### src/rtl/disp_scan.sv
// disp_scan: time-multiplexed driver for an eight-digit common-anode
// seven-segment display.
//
// A 32-bit value is captured into a shadow register on every clock edge where
// load is high, and acknowledged one cycle later on ack. The scanner shows one
// digit at a time. For each digit it runs one BLANK cycle with every digit off
// (this suppresses ghosting), then DIV cycles with that digit lit.
//
// Parameters
//   DIV        DISP cycles per digit, 1 .. 2^24-1
//
// Ports
//   clk        system clock, rising edge
//   rst        synchronous active-high reset
//   disp_num   value to display, nibble 0 = bits[3:0] = rightmost digit
//   load       capture strobe for disp_num
//   ack        one-cycle pulse following each capture
//   an         active-low digit enables, an[0] = rightmost digit
//   seg        active-low segments {dp,g,f,e,d,c,b,a}, dp always off
//
// Compile-time option
//   DISP_SCAN_LZB_EN  when defined, blanks the segments of leading-zero digits
//                     (digit 0 is always shown).

module disp_scan #(
    parameter int unsigned DIV = 50000
) (
    input  logic        clk,
    input  logic        rst,
    input  logic [31:0] disp_num,
    input  logic        load,
    output logic        ack,
    output logic [7:0]  an,
    output logic [7:0]  seg
);

    localparam int unsigned CNT_W = $clog2(DIV + 1);

    typedef enum logic {
        BLANK = 1'b0,
        DISP  = 1'b1
    } state_t;

    state_t             state_q, state_d;
    logic [31:0]        shadow_q, shadow_d;
    logic [2:0]         idx_q, idx_d;
    logic [CNT_W-1:0]   cnt_q, cnt_d;
    logic               ack_q, ack_d;

    function automatic logic [7:0] hex_code(input logic [3:0] n);
        logic [7:0] c;
        case (n)
            4'h0: c = 8'hC0;
            4'h1: c = 8'hF9;
            4'h2: c = 8'hA4;
            4'h3: c = 8'hB0;
            4'h4: c = 8'h99;
            4'h5: c = 8'h92;
            4'h6: c = 8'h82;
            4'h7: c = 8'hF8;
            4'h8: c = 8'h80;
            4'h9: c = 8'h90;
            4'hA: c = 8'h88;
            4'hB: c = 8'h83;
            4'hC: c = 8'hC6;
            4'hD: c = 8'hA1;
            4'hE: c = 8'h86;
            default: c = 8'h8E;
        endcase
        return c;
    endfunction

    // State register. Reset wins over load, so a reset edge never captures
    // and never acknowledges.
    always_ff @(posedge clk) begin
        if (rst) begin
            state_q  <= BLANK;
            shadow_q <= '0;
            idx_q    <= '0;
            cnt_q    <= '0;
            ack_q    <= 1'b0;
        end else begin
            state_q  <= state_d;
            shadow_q <= shadow_d;
            idx_q    <= idx_d;
            cnt_q    <= cnt_d;
            ack_q    <= ack_d;
        end
    end

    // Next-state logic.
    // The digit index steps when a DISP slot ends rather than when BLANK ends.
    // The index cannot be seen during BLANK, so the displayed sequence is the
    // same either way. This choice lets the first BLANK after reset keep
    // digit 0 without needing an extra "first frame" flag.
    always_comb begin
        state_d  = state_q;
        shadow_d = load ? disp_num : shadow_q;
        idx_d    = idx_q;
        cnt_d    = cnt_q;
        ack_d    = load;

        case (state_q)
            BLANK: begin
                state_d = DISP;
                cnt_d   = '0;
            end
            DISP: begin
                if (cnt_q == CNT_W'(DIV - 1)) begin
                    state_d = BLANK;
                    cnt_d   = '0;
                    idx_d   = idx_q + 3'd1;
                end else begin
                    cnt_d   = cnt_q + 1'b1;
                end
            end
            default: begin
                state_d = BLANK;
                cnt_d   = '0;
            end
        endcase
    end

    // Output decode. This uses registered state only.
    always_comb begin
        an  = 8'hFF;
        seg = 8'hFF;
        if (state_q == DISP) begin
            an  = ~(8'h01 << idx_q);
            seg = hex_code(shadow_q[{idx_q, 2'b00} +: 4]);
`ifdef DISP_SCAN_LZB_EN
            // Blank the digit if it and every digit to its left are zero.
            if (idx_q != 3'd0 && (shadow_q >> {idx_q, 2'b00}) == 32'h0)
                seg = 8'hFF;
`endif
        end
    end

    assign ack = ack_q;

endmodule

### config.mk
export PLATFORM = sky130hd
export DESIGN_NAME = disp_scan
export DESIGN_NICKNAME = d
export VERILOG_FILES = /design/src/rtl/disp_scan.sv
export SDC_FILE = /design/constraint.sdc
export NUM_CORES = 1
export LEC_CHECK = 0
export ABC_AREA = 1
export CAP_MARGIN = 20
export CORE_AREA = 5 5 82 84
export DETAILED_ROUTE_END_ITERATION = 10
export DIE_AREA = 0 0 87 89
export PLACE_DENSITY_LB_ADDON = 0.3
export RECOVER_POWER = 100
export SETUP_SLACK_MARGIN = 0.1
export SLEW_MARGIN = 10
export SYNTH_ARGS = -nofsm -noshare
export SYNTH_HDL_FRONTEND = slang
export SYNTH_SLANG_ARGS = --single-unit
### constraint.sdc
create_clock -name clk -period 3.51 [get_ports clk]
set_clock_uncertainty 0.1 [all_clocks]
set_input_delay 0.5265 -clock clk [delete_from_list [all_inputs] [get_ports clk]]
set_output_delay 0.5265 -clock clk [all_outputs]
set_load 0.01 [all_outputs]
Word level (Yosys, flattened, before mapping) --
Memory sizes are Yosys's and may differ from the RTL's. Cells that the tools add are included.
Word-level totals: input port bits 35, latch bits 0, memories kept 1, memory bits (writable) 0, output and inout port bits 17, ROM bits 112, logic and storage cells 20, register bits after elaboration 53
Operators by class: multiply operators 0, add/subtract/negate cells 2, div/mod/pow operators 0, reductions and logical operators 1, eq/ne operators 1, shift-type cells 2, bitwise operators 2, order comparisons 0, mux-type cells 6
Memory list:
- (name not given) | depth 16, bits a word 7, rd ports 1, clocked after Yosys merged registers in 0, wr ports 0, RTL line 52 | case (n)
Operators by type and width (count):
- 16-bit case mux with 2 select lines | 1
- 32-bit by 6-bit variable part select with 4-bit output | 1
- 16-bit by 1-bit adder with 16-bit output, second input constant | 1
- 16-bit equality test, second input constant | 1
- 16-bit 2-to-1 mux | 1
- 8-bit 2-to-1 mux | 2
- 8-bit inverter | 1
- 1-bit by 3-bit left shift with 8-bit output, first input constant | 1
- 3-bit by 1-bit adder with 3-bit output, second input constant | 1
- 1-bit case mux with 2 select lines | 1
- 2-bit AND reduction | 1
- 1-bit 2-to-1 mux | 1
- 1-bit inverter | 1

Depth between registers and ports, before layout --
Gate-level depths: netlist of run 1.
depth in word-level cells 3, depth in mapped cells 13

Worst setup path after synthesis of run 1 --
No wires, ideal clock.
path type register to output, start point register idx_q[0], end point output port seg[2], path slack 1285 ps, cell stages (with the launch flop) 12, data required time 2883 ps, data arrival time 1598 ps, path buffers 2, cell sequence dfxtp_1 > buf_6 > inv_4 > buf_6 > nand2_1 > nand3_1 > nand3_1 > nand2_2 > ha_1 > inv_1 > nand3_1 > o211ai_1
On the way: word-level cells in the longest chain between the ends 3
Ends and longest elaborated chain:
- from (decl) | RTL line 46 | logic [2:0] idx_q, idx_d;
- from (signal assigned) | RTL line 85 | idx_q <= idx_d;
- 32-bit by 6-bit variable part select with 4-bit output | RTL line 130 | seg = hex_code(shadow_q[{idx_q, 2'b00} +: 4]);
- memory 16 x 7 bit
- 8-bit 2-to-1 mux | RTL line 128 | if (state_q == DISP) begin
- to (decl) | RTL line 34 | output logic [7:0] seg
No other way between the ends.

Final worst setup path of run 1 --
start point register idx_q[1], end point output port seg[2]
Same word-level chain as after synthesis.

==> flow_summary.toml, run 1 <==
[worst_hold_path]
holdPathEnd = "shadow_q[29]"
hold_class = "reg -> reg"
min_from = "shadow_q[29]"
worstHoldPathCells = 2

[drt]
via_per_inst = 5.08
drc = 0
drtIter0Drc = 125
post_drt_wl_per_cell_um = 11.9
wl_mm = 6.20
dr.pass1.iters = 4
ant_nets = 0
num_vias = 2637

[pwr]
powerDensity_mw_per_mm2 = 353
total_power_w = 0.00121
peakVddDrop_mv = 0.188
power_leakage_nw = 1.39

[floorplan]
start_util_pct = 48.1
rows = 28
fp.dieW_um = 87
dieArea_mm2 = 0.00774
ios = 52
die_y_um = 89
core_area_mm2 = 0.00585

[clock_tree]
cts_sinks = 53
cts_buffer_depth = 2
clockRootBuffer = "clkbuf_8"
cts_tree = "yes"
h-tree-depth = 2
cts_made_buffers = 5
clk-insertion-delay-late_ps = 300
clk_pin_slew_ps = 90

[cells_and_area]
diodes = 0
fin_util_pct = 58.7
drive_gt1_share_pct = 7.88
syn2layout_area_growth_pct = 22.0
nFillCells = 553
multiInputGateArea_mm2 = 0.00143
seq_area_mm2 = 0.00106
finalNonFillerCells = 519
nNetsFinal = 492

[place]
dpl.cell_count = 512
port_buffers = 50
post-dp-hpwl_mm = 4.70
gp_congestion = 0.829

[timing]
post-route-min-period_ps = 3200
hold_viol = 0
rsz0062_at_grt = "no"
drv_slew = 0
fmax_mhz = 312
worst_pin_slew_ps = 1050
fin_tns_setup_ps = 0
min_period_over_period_pct = 91.2
finalSetupViolCount = 0
slew_headroom_pct = 29.8

[worst_setup_path]
reg2reg_slack_ps = 1600
rr_startpoint = "cnt_q[0]"
cp_max_fo = 13
r2r-end = "cnt_q[12]"
worstPathCellList = "inv_1 > nand3_1 > nand2_1 > nand2_1 > nand2_1 > ha_1 > inv_1 > nand3_1 > o211ai_1 > dlygate4sd3_1"
rr_worst_depth = 8
cp.arrival_ps = 2580
crit_path_frequent_cell = "nand2_1"
worstPathRequired_ps = 2880
critPathKind = "reg -> out"
slowest_stage = "dlygate4sd3_1"
endpoint_kind = "output port"
cpPeakStageDelay_ps = 620
cpLargestDelayFamily = "buffers and inverters"
critPathBufInv = 3
start_kind = "flip-flop"

[run]
drv_cap = 0

[global_routing]
grt_use_total_pct = 16.6
antenna_found_initial = 0
first_global_vias = 2418
gr-total-overflow = 0
grt_pass1_wl_mm = 10.5
grt_max_degree = 55

[yosys]
synth_fp_nets = 449
synth-seq-cells = 53
synth_area_mm2 = 0.00281
yosys_warnings = 0
syn_area_per_cell_um2 = 7.02
yosysMostFrequentCell = "nand2_1"
synth-edff-count = 0
synth_async_sr_flop_share_pct = 0
yosysSeqAreaShare_pct = 37.7
synthDistinctLibCells = 33
synth.area.top_cells = "dfxtp_1 38%, nand2_1 11%, nand3_1 9.1%, a21oi_1 7.1%, inv_1 5.9%"
synth_common_cells = "80 x nand2_1, 53 x dfxtp_1, 51 x nand3_1, 44 x inv_1, 40 x a21oi_1"
synth_top_area_share_pct = 37.7
yosysTopAreaCell = "dfxtp_1"
ys.flop_type = "dfxtp_1"
syn_inst = 401

[outcome]
status = "finished, final reports clean"
metal layers:
metal	routed length (um)	vias up	track usage, %
met5	0	-	0
met4	61	0	3.82
met3	357	5	3.23
met2	2830	64	28.6
li1	-	1378	-
met1	2950	1190	21.5
worst min-delay path: stages (launching register included):
cell	delay, ps
dfxtp_1	310
inv_1	60
a21oi_1	50
where the power goes:
part	internal, W	switching, W
logic	0.0000832	0.0000909
registers	0.000629	0.00000991
clock network	0.000207	0.000191
total	0.000919	0.000291
what timing repair did:
item,in CTS,in global routing
setup buffers,0,0
hold buffers,0,0
resized for setup,0,2
setup endpoints to repair,0,6
placed cells by master (no fill, tap or decap), drive strengths merged:
| cell | count |
|---|---|
| a21oi | 41 |
| a31oi | 1 |
| buf | 3 |
| bufinv | 1 |
| clkbuf | 6 |
| clkdlybuf4s50 | 38 |
| clkinv | 3 |
| conb | 1 |
| dfxtp | 53 |
| dlygate4sd3 | 12 |
| ha | 13 |
| inv | 55 |
| nand2 | 85 |
| nand3 | 56 |
| nand3b | 1 |
| nand4 | 4 |
| nor2 | 22 |
| nor3 | 8 |
| nor3b | 2 |
| o211ai | 1 |
| o21ai | 33 |
| or2 | 2 |
| xnor2 | 1 |
| xor2 | 2 |
worst max-delay path by stage:
stage,cells past startpoint,from,slack [ps],to
after floorplan,11,idx_q[0],1290,seg[2]
after global placement,10,idx_q[1],740,seg[2]
after detailed placement,10,idx_q[1],630,seg[2]
after CTS,10,idx_q[1],290,seg[2]
after global routing,10,idx_q[1],80,seg[2]
final,10,idx_q[1],310,seg[2]
final cells by class:
cell class	instances	area share, %
Clock buffer	5	2.01
Clock inverter	2	1.02
Inverter	57	6.31
Multi-Input combinational cell	273	41.5
Sequential cell	53	31.0
Tap cell	75	2.73
Timing Repair Buffer	54	15.5
stage by stage:
| stage | worst slack (ps) | hold WS, ps | instance area [um2] |
|---|---|---|---|
| floorplan | 1290 | 317 | 2810 |
| finish | 308 | 362 | 3430 |
| CTS | 285 | 362 | 3450 |
| detailed placement | 627 | 349 | 3340 |
| global route | 79.5 | 381 | 3430 |
| global placement | 741 | 328 | 3340 |
sequential cells by signal, indices dropped and copies added, names as in the netlist:
register	cells
shadow_q	32
cnt_q	16
idx_q	3
state_q	1
ack	1
cells by family (layout without fill, tap and decap cells):
group | count (synthesis) | in the layout | synth area share (%)
AO/OA/AOI/OAI | 76 | 76 | 13.8
other | 1 | 1 | 0.133
flip-flops | 53 | 53 | 37.7
adder cells (fa/ha/maj) | 13 | 13 | 5.78
AND/OR/NAND/NOR | 180 | 180 | 30.5
buffers and inverters | 75 | 118 | 11.1
XOR/XNOR | 3 | 3 | 0.934
Power figures use the tool's default switching activity.
==> inputs of run 2 (changes only) <==
Settings changed: CTS_CLUSTER_DIAMETER set to 120.
==> results of run 2 <==
No change in the layout: final DEF, timing and power equal those of run 1.
